File: src/rtl/present_dec_iter.sv
// Iterative PRESENT-80 decryption: key schedule run forward, then one inverse round per cycle.
// Latency: ack rises 1+ROUNDS+1+ROUNDS edges after req is accepted; ack holds until req drops.
module present_dec_iter #(
   parameter int ROUNDS = 31
) (
   input  logic        clk,
   input  logic        rst,
   input  logic        req,
   output logic        ack,
   input  logic [63:0] c,
   input  logic [79:0] k,
   output logic [63:0] m
);
   localparam int CW = $clog2(ROUNDS + 1);

   typedef enum logic [2:0] {IDLE, KEYF, ADDK, RND, DONE} state_t;

   state_t          state, state_nx;
   logic [63:0]     s, s_nx, m_nx, s_rnd;
   logic [79:0]     key, key_nx, kp;
   logic [CW-1:0]   i, i_nx;
   logic [4:0]      rc;
   logic            ack_nx;

   function automatic logic [3:0] sbox(input logic [3:0] x);
      case (x)
         4'h0: sbox = 4'hC;  4'h1: sbox = 4'h5;  4'h2: sbox = 4'h6;  4'h3: sbox = 4'hB;
         4'h4: sbox = 4'h9;  4'h5: sbox = 4'h0;  4'h6: sbox = 4'hA;  4'h7: sbox = 4'hD;
         4'h8: sbox = 4'h3;  4'h9: sbox = 4'hE;  4'hA: sbox = 4'hF;  4'hB: sbox = 4'h8;
         4'hC: sbox = 4'h4;  4'hD: sbox = 4'h7;  4'hE: sbox = 4'h1;  default: sbox = 4'h2;
      endcase
   endfunction

   function automatic logic [3:0] inv_sbox(input logic [3:0] x);
      case (x)
         4'h0: inv_sbox = 4'h5;  4'h1: inv_sbox = 4'hE;  4'h2: inv_sbox = 4'hF;  4'h3: inv_sbox = 4'h8;
         4'h4: inv_sbox = 4'hC;  4'h5: inv_sbox = 4'h1;  4'h6: inv_sbox = 4'h2;  4'h7: inv_sbox = 4'hD;
         4'h8: inv_sbox = 4'hB;  4'h9: inv_sbox = 4'h4;  4'hA: inv_sbox = 4'h6;  4'hB: inv_sbox = 4'h3;
         4'hC: inv_sbox = 4'h0;  4'hD: inv_sbox = 4'h7;  4'hE: inv_sbox = 4'h9;  default: inv_sbox = 4'hA;
      endcase
   endfunction

   function automatic logic [79:0] upd(input logic [79:0] kin, input logic [4:0] r);
      logic [79:0] t;
      t = {kin[18:0], kin[79:19]};
      t[79:76] = sbox(t[79:76]);
      t[19:15] = t[19:15] ^ r;
      return t;
   endfunction

   function automatic logic [79:0] inv_upd(input logic [79:0] kin, input logic [4:0] r);
      logic [79:0] t;
      t = kin;
      t[19:15] = t[19:15] ^ r;
      t[79:76] = inv_sbox(t[79:76]);
      return {t[60:0], t[79:61]};
   endfunction

   // Output bit j gathers input bit 16*j mod 63; bit 63 is fixed.
   function automatic logic [63:0] inv_p(input logic [63:0] x);
      logic [63:0] y;
      y = '0;
      for (int j = 0; j < 63; j++) y[j] = x[(16 * j) % 63];
      y[63] = x[63];
      return y;
   endfunction

   function automatic logic [63:0] inv_s_layer(input logic [63:0] x);
      logic [63:0] y;
      y = '0;
      for (int n = 0; n < 16; n++) y[4*n +: 4] = inv_sbox(x[4*n +: 4]);
      return y;
   endfunction

   assign rc    = 5'(i);
   assign kp    = inv_upd(key, rc);
   assign s_rnd = inv_s_layer(inv_p(s)) ^ kp[79:16];

   always_ff @(posedge clk) begin
      if (rst) begin
         state <= IDLE;
         s     <= '0;
         key   <= '0;
         i     <= '0;
         m     <= '0;
         ack   <= 1'b0;
      end else begin
         state <= state_nx;
         s     <= s_nx;
         key   <= key_nx;
         i     <= i_nx;
         m     <= m_nx;
         ack   <= ack_nx;
      end
   end

   always_comb begin
      state_nx = state;
      s_nx     = s;
      key_nx   = key;
      i_nx     = i;
      m_nx     = m;
      ack_nx   = ack;
      case (state)
         IDLE: begin
            if (req) begin
               s_nx     = c;
               key_nx   = k;
               i_nx     = CW'(1);
               state_nx = KEYF;
            end
         end
         KEYF: begin
            key_nx = upd(key, rc);
            i_nx   = i + CW'(1);
            if (i == CW'(ROUNDS)) begin
               i_nx     = CW'(ROUNDS);
               state_nx = ADDK;
            end
         end
         ADDK: begin
            s_nx     = s ^ key[79:16];
            state_nx = RND;
         end
         RND: begin
            s_nx   = s_rnd;
            key_nx = kp;
            i_nx   = i - CW'(1);
            if (i == CW'(1)) begin
               m_nx     = s_rnd;
               ack_nx   = 1'b1;
               state_nx = DONE;
            end
         end
         DONE: begin
            if (!req) begin
               ack_nx   = 1'b0;
               state_nx = IDLE;
            end
         end
         default: state_nx = IDLE;
      endcase
   end
endmodule

File: config.mk
export PLATFORM = sky130hd
export DESIGN_NAME = present_dec_iter
export DESIGN_NICKNAME = d
export VERILOG_FILES = /design/src/rtl/present_dec_iter.sv
export SDC_FILE = /design/constraint.sdc
export NUM_CORES = 1
export LEC_CHECK = 0
export ABC_AREA = 1
export CORE_MARGIN = 2
export CORE_UTILIZATION = 45
export DETAILED_ROUTE_END_ITERATION = 10
export PLACE_DENSITY = 0.76
export SETUP_SLACK_MARGIN = 0.5
export SLEW_MARGIN = 25
export SYNTH_ARGS = -nofsm -noshare
export SYNTH_HDL_FRONTEND = slang
export SYNTH_SLANG_ARGS = --single-unit
File: constraint.sdc
create_clock -name clk -period 4.8 [get_ports clk]
set_clock_uncertainty 0.15 [all_clocks]
set_input_delay 0.96 -clock clk [delete_from_list [all_inputs] [get_ports clk]]
set_output_delay 0.96 -clock clk [all_outputs]
set_load 0.005 [all_outputs]
==> metrics.csv <==
stage;metric;value;unit
global_route;grt_pass1_wl;106000;um
logic_synthesis;syn-num-nets;3107;
setup_path;path_class;flop to flop;
logic_synthesis;synthCells;2850;
placed_design;hpwl;54500;um
floorplanning;die_w;205;um
setup_path;cp_max_fo;25;
clocking;cts_setup_buffers;0;
setup_path;cp.required;5110;ps
logic_synthesis;yosysSeqAreaShare;0.318;
logic_synthesis;syn_area;18200;um^2
power_and_ir_drop;leakagePower;10.7;nW
hold_path;hp-class;flop to flop;
global_route;grt_overflow;0;
setup_path;start_kind;flop;
floorplanning;fp-row-count;73;
floorplanning;initial_core_util;0.456;
cells_and_area;layout_commonest_cell;nand2_1;
placed_design;io_buffer_count;211;
placed_design;place_congestion;1.02;
floorplanning;core-area;39800;um^2
sta;slew_violations;0;
floorplanning;fp.dieArea;42000;um^2
clocking;numCtsBuffers;34;
floorplanning;dieHeight;205;um
logic_synthesis;synth.avg_cell_area;6.38;um^2
sta;rsz0062_at_grt;no;
clocking;htreeDepth;2;
drt;routed_wl;71500;um
global_route;grt_pass1_vias;17700;
clocking;clk_path_buf_depth;3;
drt;ant_nets;0;
global_route;grt_start_max_net_pins;103;
sta;hold_viol;0;
drt;wl_per_cell;20.1;um
cells_and_area;layout.nets;3263;
drt;vias_per_cell;5.52;
sta;slew_headroom;0.353;
drt;drc;0;
sta;tightest_slew;969;ps
run;maxCapViolCount;0;
setup_path;end_kind;flop;
cells_and_area;drive_above_1_share;0.0720;
logic_synthesis;ys_seq_elements;289;
setup_path;crit_arrival;3940;ps
clocking;clkTransAtPathRegs;60;ps
sta;post-route-period-util;0.756;
power_and_ir_drop;power_density;428;nW/um^2
clocking;clock_latency;540;ps
floorplanning;io_pins;212;
sta;max_freq;275;MHz
cells_and_area;syn_to_final_growth;20.4;%
clocking;cts_hold_buf;0;
sta;final.min_clock_period;3630;ps
cells_and_area;final_util;0.549;
clocking;cts-resized-gates;0;
drt;drt_iter0_markers;2204;
global_route;antenna_found_initial;2;
clocking;clock_sinks;289;
power_and_ir_drop;vdd_ir_drop_max;228;uV
cells_and_area;fillers;3900;
sta;setup_viol;0;
logic_synthesis;synth_warnings;0;
logic_synthesis;synth_cell_types;34;
global_route;track_usage;0.334;
cells_and_area;layout_common_cells;nand2_1 (1094), inv_1 (312), dfxtp_1 (289);
cells_and_area;antennaDiodeCount;0;
sta;setup_tns;0;ps
clocking;cts_tree;built;
drt;vias;19600;
outcome;status;completed;
clocking;clockRootBuffer;clkbuf_16;
drt;drt_pass1_iterations;9;
## synth_stat cells
cell type / number / area [um^2]
nand2_1: 1098 / 4120
inv_1: 312 / 1170
dfxtp_1: 289 / 5790
nand3_1: 198 / 991
nor2_1: 149 / 559
a21oi_1: 144 / 721
o21ai_0: 120 / 601
ha_1: 110 / 1380
clkbuf_1: 61 / 229
a31oi_1: 40 / 250
xor2_1: 40 / 350
a22oi_1: 39 / 293
buf_2: 37 / 185
a21oi_2: 36 / 315
nand2_2: 31 / 194
or2_2: 25 / 156
buf_4: 22 / 165
o22ai_1: 19 / 119
inv_2: 12 / 45.0
xnor2_1: 12 / 105
nand2_4: 11 / 124
a41oi_1: 8 / 70.1
nor3_1: 8 / 40.0
a221oi_1: 7 / 61.3
buf_1: 7 / 26.3
nand3b_1: 3 / 22.5
nor2_2: 3 / 18.8
buf_6: 2 / 22.5
nand4_1: 2 / 12.5
a211oi_1: 1 / 7.51
nand3_2: 1 / 10.0
o211ai_1: 1 / 7.51
o21ai_2: 1 / 8.76
o31ai_1: 1 / 7.51
## kinds of logic (layout without fill, tap and decap cells)
kind of cell | after synthesis | after routing | share of synthesized area
fa+ha+maj | 110 | 110 | 0.0757
flops | 289 | 289 | 0.318
xor+xnor | 52 | 52 | 0.0251
buf+inv | 453 | 632 | 0.101
simple gates | 1529 | 1529 | 0.344
compound gates | 417 | 417 | 0.135
## path summary, 6_finish.rpt
check / from / end / slack [ps] / cells after the start
worst max-delay path: state[2] / flop / 1170 / 13
worst min-delay path: m[55] / m[55] / 310 / 2
worst max register to register: state[2] / flop / 1170 / 13
worst min register to register: m[55] / m[55] / 310 / 2
## power breakdown
part           internal, mW  total (mW)  switching, mW
registers              2.84        3.42          0.576
logic                  1.01        3.15           2.14
clock network          1.70        2.78           1.08
total                  5.56        9.35           3.79
## per-stage QoR
step / total power [mW] / setup WS, ps / cell area [um^2] / hold slack, ps / instances
detailed placement: 6.47 / 956 / 20700 / 307 / 3495
CTS: 9.23 / 1250 / 21900 / 315 / 3554
floorplan: 5.25 / 1890 / 18200 / 306 / 2850
global route: 9.79 / 1020 / 21900 / 332 / 3554
global placement: 6.43 / 997 / 20700 / 301 / 3495
finish: 9.35 / 1170 / 21900 / 310 / 3554
## critical path: stages, from the launching register on
cell	delay, ps
dfxtp_1	460
inv_2	100
nand3_2	340
nand2_4	260
inv_2	650
nand2_1	250
a21oi_2	370
inv_1	150
ha_1	340
inv_1	60
nand3_1	110
nand2_1	130
nand2_1	60
nand2_1	80
## per-layer routing
| metal | part of all wire | track usage | up-vias | routed length (um) |
|---|---|---|---|---|
| li1 | - | - | 9273 | - |
| met1 | 0.43 | 0.471 | 9013 | 30500 |
| met2 | 0.41 | 0.495 | 1148 | 29500 |
| met3 | 0.12 | 0.0627 | 180 | 8300 |
| met4 | 0.044 | 0.142 | 4 | 3170 |
| met5 | 0.00038 | 0 | - | 27 |
## final cells by class
type,instances,area (um^2),area share
multi-input combinational,2108,10600,0.484
sequential,289,5790,0.265
timing repair buffer,249,2440,0.112
inverter,324,1220,0.0558
clock buffer,51,1040,0.0474
tap,525,657,0.0300
clock inverter,8,146,0.00669
(Power assumes the default switching activity.)
